--- config.mk ---
export PLATFORM = sky130hd
export DESIGN_NAME = wb_port_arbiter
export DESIGN_NICKNAME = d
export VERILOG_FILES = /design/src/rtl/wb_port_arbiter_pkg.sv /design/src/rtl/wb_fifo.sv /design/src/rtl/wb_port_arbiter.sv
export SDC_FILE = /design/constraint.sdc
export NUM_CORES = 1
export LEC_CHECK = 0
export ABC_AREA = 1
export CORE_ASPECT_RATIO = 0.8
export CORE_MARGIN = 3
export CORE_UTILIZATION = 40
export CTS_CLUSTER_DIAMETER = 200
export DETAILED_ROUTE_END_ITERATION = 10
export GPL_TIMING_DRIVEN = 0
export PLACE_DENSITY = 0.63
export SYNTH_ARGS = -nofsm -noshare
export SYNTH_HDL_FRONTEND = slang
export SYNTH_SLANG_ARGS = --single-unit
--- constraint.sdc ---
create_clock -name clk -period 4.1 [get_ports clk]
set_input_delay 0.615 -clock clk [delete_from_list [all_inputs] [get_ports clk]]
set_output_delay 0.615 -clock clk [all_outputs]
set_load 0.005 [all_outputs]
--- src/rtl/wb_port_arbiter_pkg.sv ---
// Shared types and widths for the register-file write-port arbiter.
package wb_port_arbiter_pkg;

    localparam int REG_IDX_W = 5;
    localparam int DATA_W    = 32;

    // One buffered register write.
    typedef struct packed {
        logic [REG_IDX_W-1:0] rd;
        logic [DATA_W-1:0]    data;
        logic                 valid;
    } wb_entry_t;

    // x0 is hard-wired, so writes that target it are never real writes.
    function automatic logic isRealRd(input logic [REG_IDX_W-1:0] rd);
        return rd != '0;
    endfunction

endpackage

--- src/rtl/wb_fifo.sv ---
// Small circular holding buffer for ALU writes that lost the write port.
// Exposes its head and a per-entry register-match vector for two queries.
module wb_fifo
    import wb_port_arbiter_pkg::*;
#(
    parameter int DEPTH = 2
) (
    input  logic                 clk,
    input  logic                 reset_n,
    input  logic                 push,
    input  logic [REG_IDX_W-1:0] pushRd,
    input  logic [DATA_W-1:0]    pushData,
    input  logic                 pop,
    output logic                 full,
    output logic                 empty,
    output logic [REG_IDX_W-1:0] headRd,
    output logic [DATA_W-1:0]    headData,
    input  logic [REG_IDX_W-1:0] queryA,
    input  logic [REG_IDX_W-1:0] queryB,
    output logic [DEPTH-1:0]     matchA,
    output logic [DEPTH-1:0]     matchB
);

    localparam int PTR_W = (DEPTH > 1) ? $clog2(DEPTH) : 1;
    localparam int CNT_W = $clog2(DEPTH + 1);
    localparam logic [PTR_W-1:0] LAST_PTR = PTR_W'(DEPTH - 1);
    localparam logic [CNT_W-1:0] FULL_CNT = CNT_W'(DEPTH);

    wb_entry_t        entries [DEPTH];
    logic [PTR_W-1:0] wrPtr;
    logic [PTR_W-1:0] rdPtr;
    logic [CNT_W-1:0] count;
    logic             pushOk;
    logic             popOk;

    assign full   = (count == FULL_CNT);
    assign empty  = (count == '0);
    // Guards keep the count inside 0..DEPTH even if a caller misbehaves.
    assign pushOk = push && !full;
    assign popOk  = pop && !empty;

    assign headRd   = entries[rdPtr].rd;
    assign headData = entries[rdPtr].data;

    // Pointer and occupancy bookkeeping; pointers wrap at DEPTH, not at 2**PTR_W.
    always_ff @(posedge clk or negedge reset_n) begin
        if (!reset_n) begin
            wrPtr <= '0;
            rdPtr <= '0;
            count <= '0;
        end else begin
            if (pushOk) begin
                wrPtr <= (wrPtr == LAST_PTR) ? '0 : wrPtr + 1'b1;
            end
            if (popOk) begin
                rdPtr <= (rdPtr == LAST_PTR) ? '0 : rdPtr + 1'b1;
            end
            case ({pushOk, popOk})
                2'b10:   count <= count + 1'b1;
                2'b01:   count <= count - 1'b1;
                default: count <= count;
            endcase
        end
    end

    // Entry storage; a popped slot is invalidated so it stops matching queries.
    always_ff @(posedge clk or negedge reset_n) begin
        if (!reset_n) begin
            for (int i = 0; i < DEPTH; i++) begin
                entries[i] <= '0;
            end
        end else begin
            if (popOk) begin
                entries[rdPtr].valid <= 1'b0;
            end
            if (pushOk) begin
                entries[wrPtr] <= '{rd: pushRd, data: pushData, valid: 1'b1};
            end
        end
    end

    genvar gi;
    generate
        for (gi = 0; gi < DEPTH; gi++) begin : g_match
            assign matchA[gi] = entries[gi].valid && (entries[gi].rd == queryA);
            assign matchB[gi] = entries[gi].valid && (entries[gi].rd == queryB);
        end
    endgenerate

endmodule

--- src/rtl/wb_port_arbiter.sv ---
// Register-file write-port arbiter: load data first, then buffered ALU
// writes, then a direct ALU bypass. Losing ALU writes are parked in wb_fifo.
module wb_port_arbiter
    import wb_port_arbiter_pkg::*;
#(
    parameter int DEPTH = 2
) (
    input  logic                 clk,
    input  logic                 reset_n,
    input  logic                 alu_valid,
    input  logic [REG_IDX_W-1:0] alu_rd,
    input  logic [DATA_W-1:0]    alu_data,
    input  logic                 mem_valid,
    input  logic [REG_IDX_W-1:0] mem_rd,
    input  logic [DATA_W-1:0]    mem_data,
    input  logic [REG_IDX_W-1:0] rs1,
    input  logic [REG_IDX_W-1:0] rs2,
    output logic                 stall,
    output logic                 wr_en,
    output logic [REG_IDX_W-1:0] wr_rd,
    output logic [DATA_W-1:0]    wr_data,
    output logic                 rs1_busy,
    output logic                 rs2_busy
);

    logic                 fifoFull;
    logic                 fifoEmpty;
    logic [REG_IDX_W-1:0] headRd;
    logic [DATA_W-1:0]    headData;
    logic [DEPTH-1:0]     matchA;
    logic [DEPTH-1:0]     matchB;

    logic                 memReq;
    logic                 aluReq;
    logic                 headWin;
    logic                 aluBypass;
    logic                 fifoPush;
    logic                 wrEnNext;
    logic [REG_IDX_W-1:0] wrRdNext;
    logic [DATA_W-1:0]    wrDataNext;

    // Requests to x0 are treated as absent: they never occupy the port or the buffer.
    assign memReq    = mem_valid && isRealRd(mem_rd);
    assign aluReq    = alu_valid && !stall && isRealRd(alu_rd);
    assign headWin   = !memReq && !fifoEmpty;
    assign aluBypass = aluReq && fifoEmpty && !memReq;
    assign fifoPush  = aluReq && !aluBypass;
    assign stall     = fifoFull;

    wb_fifo #(.DEPTH(DEPTH)) u_fifo (
        .clk      (clk),
        .reset_n  (reset_n),
        .push     (fifoPush),
        .pushRd   (alu_rd),
        .pushData (alu_data),
        .pop      (headWin),
        .full     (fifoFull),
        .empty    (fifoEmpty),
        .headRd   (headRd),
        .headData (headData),
        .queryA   (rs1),
        .queryB   (rs2),
        .matchA   (matchA),
        .matchB   (matchB)
    );

    // Fixed-priority selection of the write for the next edge; idle keeps address/data.
    always_comb begin
        wrEnNext   = 1'b0;
        wrRdNext   = wr_rd;
        wrDataNext = wr_data;
        if (memReq) begin
            wrEnNext   = 1'b1;
            wrRdNext   = mem_rd;
            wrDataNext = mem_data;
        end else if (headWin) begin
            wrEnNext   = 1'b1;
            wrRdNext   = headRd;
            wrDataNext = headData;
        end else if (aluBypass) begin
            wrEnNext   = 1'b1;
            wrRdNext   = alu_rd;
            wrDataNext = alu_data;
        end
    end

    // Registered register-file write port.
    always_ff @(posedge clk or negedge reset_n) begin
        if (!reset_n) begin
            wr_en   <= 1'b0;
            wr_rd   <= '0;
            wr_data <= '0;
        end else begin
            wr_en   <= wrEnNext;
            wr_rd   <= wrRdNext;
            wr_data <= wrDataNext;
        end
    end

    // A source register is busy while a write to it is buffered or on the port.
    always_comb begin
        rs1_busy = isRealRd(rs1) && ((|matchA) || (wr_en && (wr_rd == rs1)));
        rs2_busy = isRealRd(rs2) && ((|matchB) || (wr_en && (wr_rd == rs2)));
    end

endmodule

==> results of run 1 <==
==> layout make-up <==
cell class / instances / area [sq um] / area share [%]
Multi-Input combinational cell: 652 / 2759 / 32.39
Sequential cell: 118 / 2953 / 34.67
Inverter: 111 / 416.7 / 4.892
Clock buffer: 28 / 516.7 / 6.067
Clock inverter: 3 / 40.04 / 0.4701
Buffer: 50 / 259.0 / 3.041
Timing Repair Buffer: 129 / 1310 / 15.38
Tap cell: 210 / 262.8 / 3.085
==> flip-flops by register name (all words and copies together), names as in the netlist <==
register	cells
wr_data	32
u_fifo.wrPtr	1
u_fifo.entries	76
wr_en	1
wr_rd	5
u_fifo.rdPtr	1
u_fifo.count	2
==> worst max path at each step <==
| stage | startpoint | end | slack, ns | depth (start not counted) |
|---|---|---|---|---|
| final | rs1[0] | rs1_busy | 1.20 | 10 |
| after detailed placement | rs1[0] | rs1_busy | 1.19 | 10 |
| after global placement | reset_n | wr_data[17]$_DFFE_PN0P_ | -2.29 | 1 |
| after CTS | rs1[0] | rs1_busy | 1.19 | 10 |
| after global routing | rs1[0] | rs1_busy | 1.06 | 10 |
| after floorplan | mem_rd[2] | u_fifo.count[1]$_DFFE_PN0P_ | 2.18 | 10 |
==> per-stage QoR <==
step           power [uW]  utilization, %  hold WS [ns]
2_1_floorplan        3497               -        0.3194
4_1_cts              6043           55.61       0.06644
3_5_place_dp         4609           51.98        0.4684
6_report             6014           55.61       0.06163
5_1_grt              6503           55.61       0.06346
3_3_place_gp         4559           51.79        0.4614
==> metal layers <==
metal	GRT usage [%]	vias to the layer above
met2	34.67	202
met1	33.43	2919
met4	5.588	0
met5	0	-
met3	5.896	21
li1	-	3188
==> power breakdown <==
group | switching, uW | internal (uW) | leakage (uW)
clock network | 497 | 908 | 0.000274
registers | 372 | 1730 | 0.00145
logic | 1440 | 1070 | 0.00271
==> cell families after synthesis <==
group	after synthesis
AND/OR/NAND/NOR	516
buffers and inverters	161
flip-flops	118
AO/OA/AOI/OAI	133
XOR/XNOR	2
adder cells (fa/ha/maj)	1
==> layout by cell type (no fill, tap or decap) <==
cell / count
clkbuf_16: 17
buf_6: 4
a21oi_1: 2
o21ai_0: 123
nor3_1: 2
clkinv_2: 2
nand3_2: 1
xor2_1: 1
or2_2: 1
inv_1: 109
nand3_1: 86
inv_2: 1
clkbuf_8: 5
buf_1: 1
clkbuf_1: 21
clkinv_1: 1
xnor2_1: 1
ha_1: 1
nand2_1: 306
clkdlybuf4s50_1: 127
bufinv_16: 1
buf_16: 1
buf_4: 4
nor2_1: 119
dfrtp_1: 118
o21ai_1: 8
nand3b_2: 1
buf_2: 27
==> run metrics, run 1 <==
filler instances=1531; leakage=0.004436 uW; CP top delay family=buffers and inverters; total grt overflow=0; setup repair bufs after CTS=0; TritonCTS clock tree=built; metal3 WL=1376 microns; Post-synth EDFFs=0; Power Density=706.1 nW/um^2; clock buffer depth=2; antenna-violating nets left=0; Worst Setup End Kind=primary output; peak supply drop=0.4426 mV; XOR/XNOR Fraction of Synth Area=0.2742%; synth warn=0; Final WS setup=1.205 ns; via count=6330; Diodes inserted=0; ranking of synthesized cells by area=dfrtp_1 46%, nand2_1 18%, o21ai_0 9.6%; number of hold violations in the final report=0; commonest cells in the netlist=306 x nand2_1, 123 x o21ai_0, 119 x nor2_1; Final Non-Filler Cells=1301; H-tree depth=4; status=complete, no violations; Post-Synth Adder-Cell Area=0.1959%; Seq cells post-synth=118; post-synth top area cell=dfrtp_1; Yosys cell types=22; minimum clock period after layout=approximately 2.9 ns; HP Class=in2async; CP max FO=4; final wirelength=approximately 20000 microns; Top Layer Used=met4; root buffer cell=clkbuf_16; most instantiated library cell after synthesis=nand2_1; die height=119.0 microns; r2r setup slk=2.18 ns; drt first-iter violations=398; Placed Instances=1270; crit path kind=in2out; WL met1=roughly 9500 microns; fraction of layout cells with a size suffix above 1=approximately 6.0%; number of max-cap violations=0; crit share post-route=70.62%; # IOs=129; number of setup violations in the final report=0; Synth Flop Type=dfrtp_1; full die area=17530 sq um; dpl cell area=7960 sq um; CTS Hold Bufs=0; num rows=40; first-pass GRT wire length=approximately 32000 microns; Rel. slew slack=53.31%; clock latency on the worst-skew pair=0.42 ns; reg2reg end=u_fifo.count[1]$_DFFE_PN0P_; largest family of logic cells by synthesized area=simple AND/OR/NAND/NOR gates; routability cong.=0.9199; delay of the slowest cell on the worst path=about 0.57 ns; Syn Area/Cell=6.861 sq um; CTS clk-pin slew, worst paths=0.05 ns; Critical Path AT=around 2.3 ns; syn nets=around 1.0k; pre-CTS setup slack=~1.2 ns; worst path bufs/invs=4; sequential fraction of the synthesis area=46.23%; post-synthesis mux area share=0%; final instance area=8517 sq um; f_max=345.4 MHz; Starting Density=41.71%; final slew viol count=0; vias in the first global route=between 6k and 7k; post-synthesis cell count=931; Core Area=15310 sq um; area growth from synthesis to final layout=33.34%; slowest CP cell=clkdlybuf4s50_1; largest net degree at the start of global routing=around 90; DRT Pass-1 Iters=5; compound-cell area share of the yosys netlist=10.42%; RSZ-0062 raised after global routing=false; worst path cell trace=clkdlybuf4s50_1, inv_1, nand2_1, o21ai_0, nor2_1, nand3_1, nand3_1, nand2_1, inv_1, clkdlybuf4s50_1; DR DRC count=0; Inserted Clock Buffers=17; Routed WL per cell=15.14 microns; dpl hpwl=14120 microns; async set-reset flop share out of synthesis=100.0%; post-cts sizing count=0; Req. time, crit path=3.48 ns; clk_skew=0.006224 ns; number of vias per cell=around 5; Post-Syn Area=approximately 6400 sq um; startpoint types=input pin; Clock Sinks=between 100 and 150; antenna violations before repair=0; Worst R2R Start=u_fifo.count[0]$_DFFE_PN0P_; Total GRT Usage=a little under a quarter; Slew @ Worst Pin=0.7003 ns; reg2reg path depth=9; Die Wd=147.3 microns; NumNets Final=1168; Post-Synth Simple-Gate Area=32.30%; post-route setup TNS=0 ns; WL met2=about 8600 microns; post-synth top area share=46.23%; IO Port Bufs=128
Note: power is estimated with default switching activity, not from simulation.
==> run 2, diff against run 1 <==
--- a/config.mk
+++ b/config.mk
@@ -12,7 +12,7 @@
 export CTS_CLUSTER_DIAMETER = 200
 export DETAILED_ROUTE_END_ITERATION = 10
 export GPL_TIMING_DRIVEN = 0
-export PLACE_DENSITY = 0.63
+export PLACE_DENSITY = 0.65
 export SYNTH_ARGS = -nofsm -noshare
 export SYNTH_HDL_FRONTEND = slang
 export SYNTH_SLANG_ARGS = --single-unit
==> constraint.sdc (replaced) <==
create_clock -name clk -period 2.55 [get_ports clk]
set_input_delay 0.3825 -clock clk [delete_from_list [all_inputs] [get_ports clk]]
set_output_delay 0.3825 -clock clk [all_outputs]
set_load 0.005 [all_outputs]
==> run metrics, run 2 (same netlist as run 1, synthesis figures left out) <==
status=complete, no violations (unchanged); clock latency on the worst-skew pair=0.42 ns (about the same); fraction of layout cells with a size suffix above 1=6.587% (was 5.958%); final wirelength=19510 microns (was 19700 microns); worst path cell trace=clkdlybuf4s50_1, inv_1, nand2_1, nand2_1, nor2_1, nand3_1, nand3_1, nand2_1, inv_1, clkdlybuf4s50_1 (was clkdlybuf4s50_1, inv_1, nand2_1, o21ai_0, nor2_1, nand3_1, nand3_1, nand2_1, inv_1, clkdlybuf4s50_1); IO Port Bufs=128 (unchanged); Clock Sinks=118 (unchanged); startpoint types=input pin (unchanged); Core Area=15310 sq um (unchanged); largest net degree at the start of global routing=97 (was 91); root buffer cell=clkbuf_16 (unchanged); vias in the first global route=5951 (was 6125); CP max FO=5 (was 4); Routed WL per cell=14.97 microns (was 15.14 microns); delay of the slowest cell on the worst path=0.57 ns (about the same); RSZ-0062 raised after global routing=false (unchanged); crit share post-route=94.38%; via count=6321 (was 6330); full die area=17530 sq um (unchanged); area growth from synthesis to final layout=34.40% (was 33.34%); slowest CP cell=clkdlybuf4s50_1 (unchanged); max reg flops=76 (unchanged); Worst R2R Start=u_fifo.count[1]$_DFFE_PN0P_ (was u_fifo.count[0]$_DFFE_PN0P_); antenna violations before repair=0 (unchanged); Largest Register=u_fifo.entries (unchanged); clock buffer depth=2 (unchanged); Rel. slew slack=51.68% (was 53.31%); antenna-violating nets left=0 (unchanged); Critical Path AT=2.02 ns (was 2.28 ns); routability cong.=0.8809 (was 0.9199); leakage=0.004473 uW (was 0.004436 uW); NumNets Final=1169 (was 1168); final slew viol count=0 (unchanged); first-pass GRT wire length=31770 microns (was 32050 microns); DRT Pass-1 Iters=5 (unchanged); total grt overflow=0 (unchanged); final instance area=8584 sq um (was 8517 sq um); dpl cell area=7960 sq um (unchanged); # IOs=129 (unchanged); Starting Density=41.71% (unchanged); TritonCTS clock tree=built (unchanged); dpl hpwl=14040 microns (was 14120 microns); Diodes inserted=0 (unchanged); Power Density=1151 nW/um^2 (was 706.1 nW/um^2); crit-path most repeated cell=nand2_1; r2r setup slk=0.64 ns (was 2.18 ns); minimum clock period after layout=2.407 ns; clk_skew=0.007442 ns (was 0.006224 ns); most frequent cells in the layout=306 x nand2_1, 126 x clkdlybuf4s50_1, 123 x o21ai_0 (was 306 x nand2_1, 127 x clkdlybuf4s50_1, 123 x o21ai_0); reg2reg path depth=9 (unchanged); Inserted Clock Buffers=17 (unchanged); drt first-iter violations=498 (was 398); H-tree depth=4 (unchanged); Req. time, crit path=2.17 ns (was 3.48 ns); Worst Setup End Kind=primary output (unchanged); CTS clk-pin slew, worst paths=0.05 ns (about the same); f_max=415.5 MHz; number of setup violations in the final report=0 (unchanged); Util after Layout=56.05% (was 55.61%); reg2reg end=wr_data[5]$_DFFE_PN0P_ (was u_fifo.count[1]$_DFFE_PN0P_); number of max-cap violations=0 (unchanged); peak supply drop=0.6562 mV (was 0.4426 mV); Slew @ Worst Pin=0.7249 ns (was 0.7003 ns); top flop regs=u_fifo.entries x76, wr_data x32, wr_rd x5 (unchanged); DR DRC count=0 (unchanged); die height=119.0 microns (unchanged); HP Class=in2async (unchanged); number of hold violations in the final report=0 (unchanged); most common cell after layout, fill and taps aside=nand2_1 (unchanged); Total GRT Usage=22.93% (was 23.06%); number of vias per cell=4.851 (was 4.865); crit path kind=in2out (unchanged); Die Wd=147.3 microns (unchanged); num rows=40 (unchanged)
-- run 2: changes by cell type in the layout (fill, tap and decap cells not counted) --
| cell | change |
|---|---|
| bufinv_16 | +3 |
| clkbuf_1 | -6 |
| clkbuf_8 | -5 |
| clkdlybuf4s50_1 | -1 |
| clkinv_2 | +5 |
| clkinv_4 | +1 |
| clkinvlp_4 | +3 |
| dlygate4sd3_1 | +1 |
| dlymetal6s2s_1 | +1 |
-- run 2: layout make-up --
type / instances / area (sq um)
fillers: 1519 / 6730
flip-flops and latches: 118 / 2953
multi-input cells: 652 / 2759
repair buffers: 130 / 1323
clock buffers: 17 / 425.4
inverters: 111 / 416.7
well taps: 210 / 262.8
plain buffers: 50 / 259.0
clock inverters: 15 / 186.4
-- run 2: report_power, final --
| part | internal (uW) | switching, uW | total (uW) |
|---|---|---|---|
| Combinational | 1720 | 2300 | 4020 |
| Clock | 1620 | 863 | 2480 |
| Sequential | 2780 | 600 | 3380 |
-- run 2: per-stage QoR --
| stage | hold slack, ns | power [uW] | instances | setup TNS [ns] | worst slack, ns |
|---|---|---|---|---|---|
| finish | 0.3862 | 9878 | 1303 | 0 | 0.1433 |
| detailed placement | 0.2570 | 7396 | 1270 | 0 | 0.08472 |
| floorplan | 0.08691 | 5623 | 931 | 0 | 0.8668 |
| global placement | 0.4615 | 7316 | 1269 | -425.57 | -3.616 |
| global route | 0.4138 | 10670 | 1303 | 0 | 0.003024 |
| CTS | 0.3816 | 9917 | 1303 | 0 | 0.08141 |
-- run 2: worst max-delay path by stage --
stage                   start                           to  slack [ns]  depth (start not counted)
floorplan           mem_rd[2]  u_fifo.count[1]$_DFFE_PN0P_        0.87                         10
global placement      reset_n      wr_data[21]$_DFFE_PN0P_       -3.62                          1
detailed placement     rs1[0]                     rs1_busy        0.08                         10
CTS                    rs1[0]                     rs1_busy        0.08                         10
global route           rs1[1]                     rs1_busy       0.003                         10
finish                 rs1[3]                     rs1_busy        0.14                         10
-- run 2: per-layer routing --
| metal | vias up | track usage, % | routed length, microns |
|---|---|---|---|
| met2 | 214 | 34.58 | 8608 |
| met5 | - | 0 | 0 |
| met4 | 0 | 5.646 | 204 |
| met1 | 2894 | 33.09 | 9357 |
| li1 | 3196 | - | - |
| met3 | 17 | 5.934 | 1342 |
-- run 2: worst max-delay path, delay by kind of cell --
| kind | cells | cell delay [ns] |
|---|---|---|
| simple gates | 6 | 0.43 |
| buf+inv | 4 | 1.21 |
-- run 2: repair_timing --
item,CTS,global route
setup endpoints to repair,0,1
hold buffers,1,0
gates resized for setup,0,1
hold endpoints to repair,22,0
setup buffers,0,0
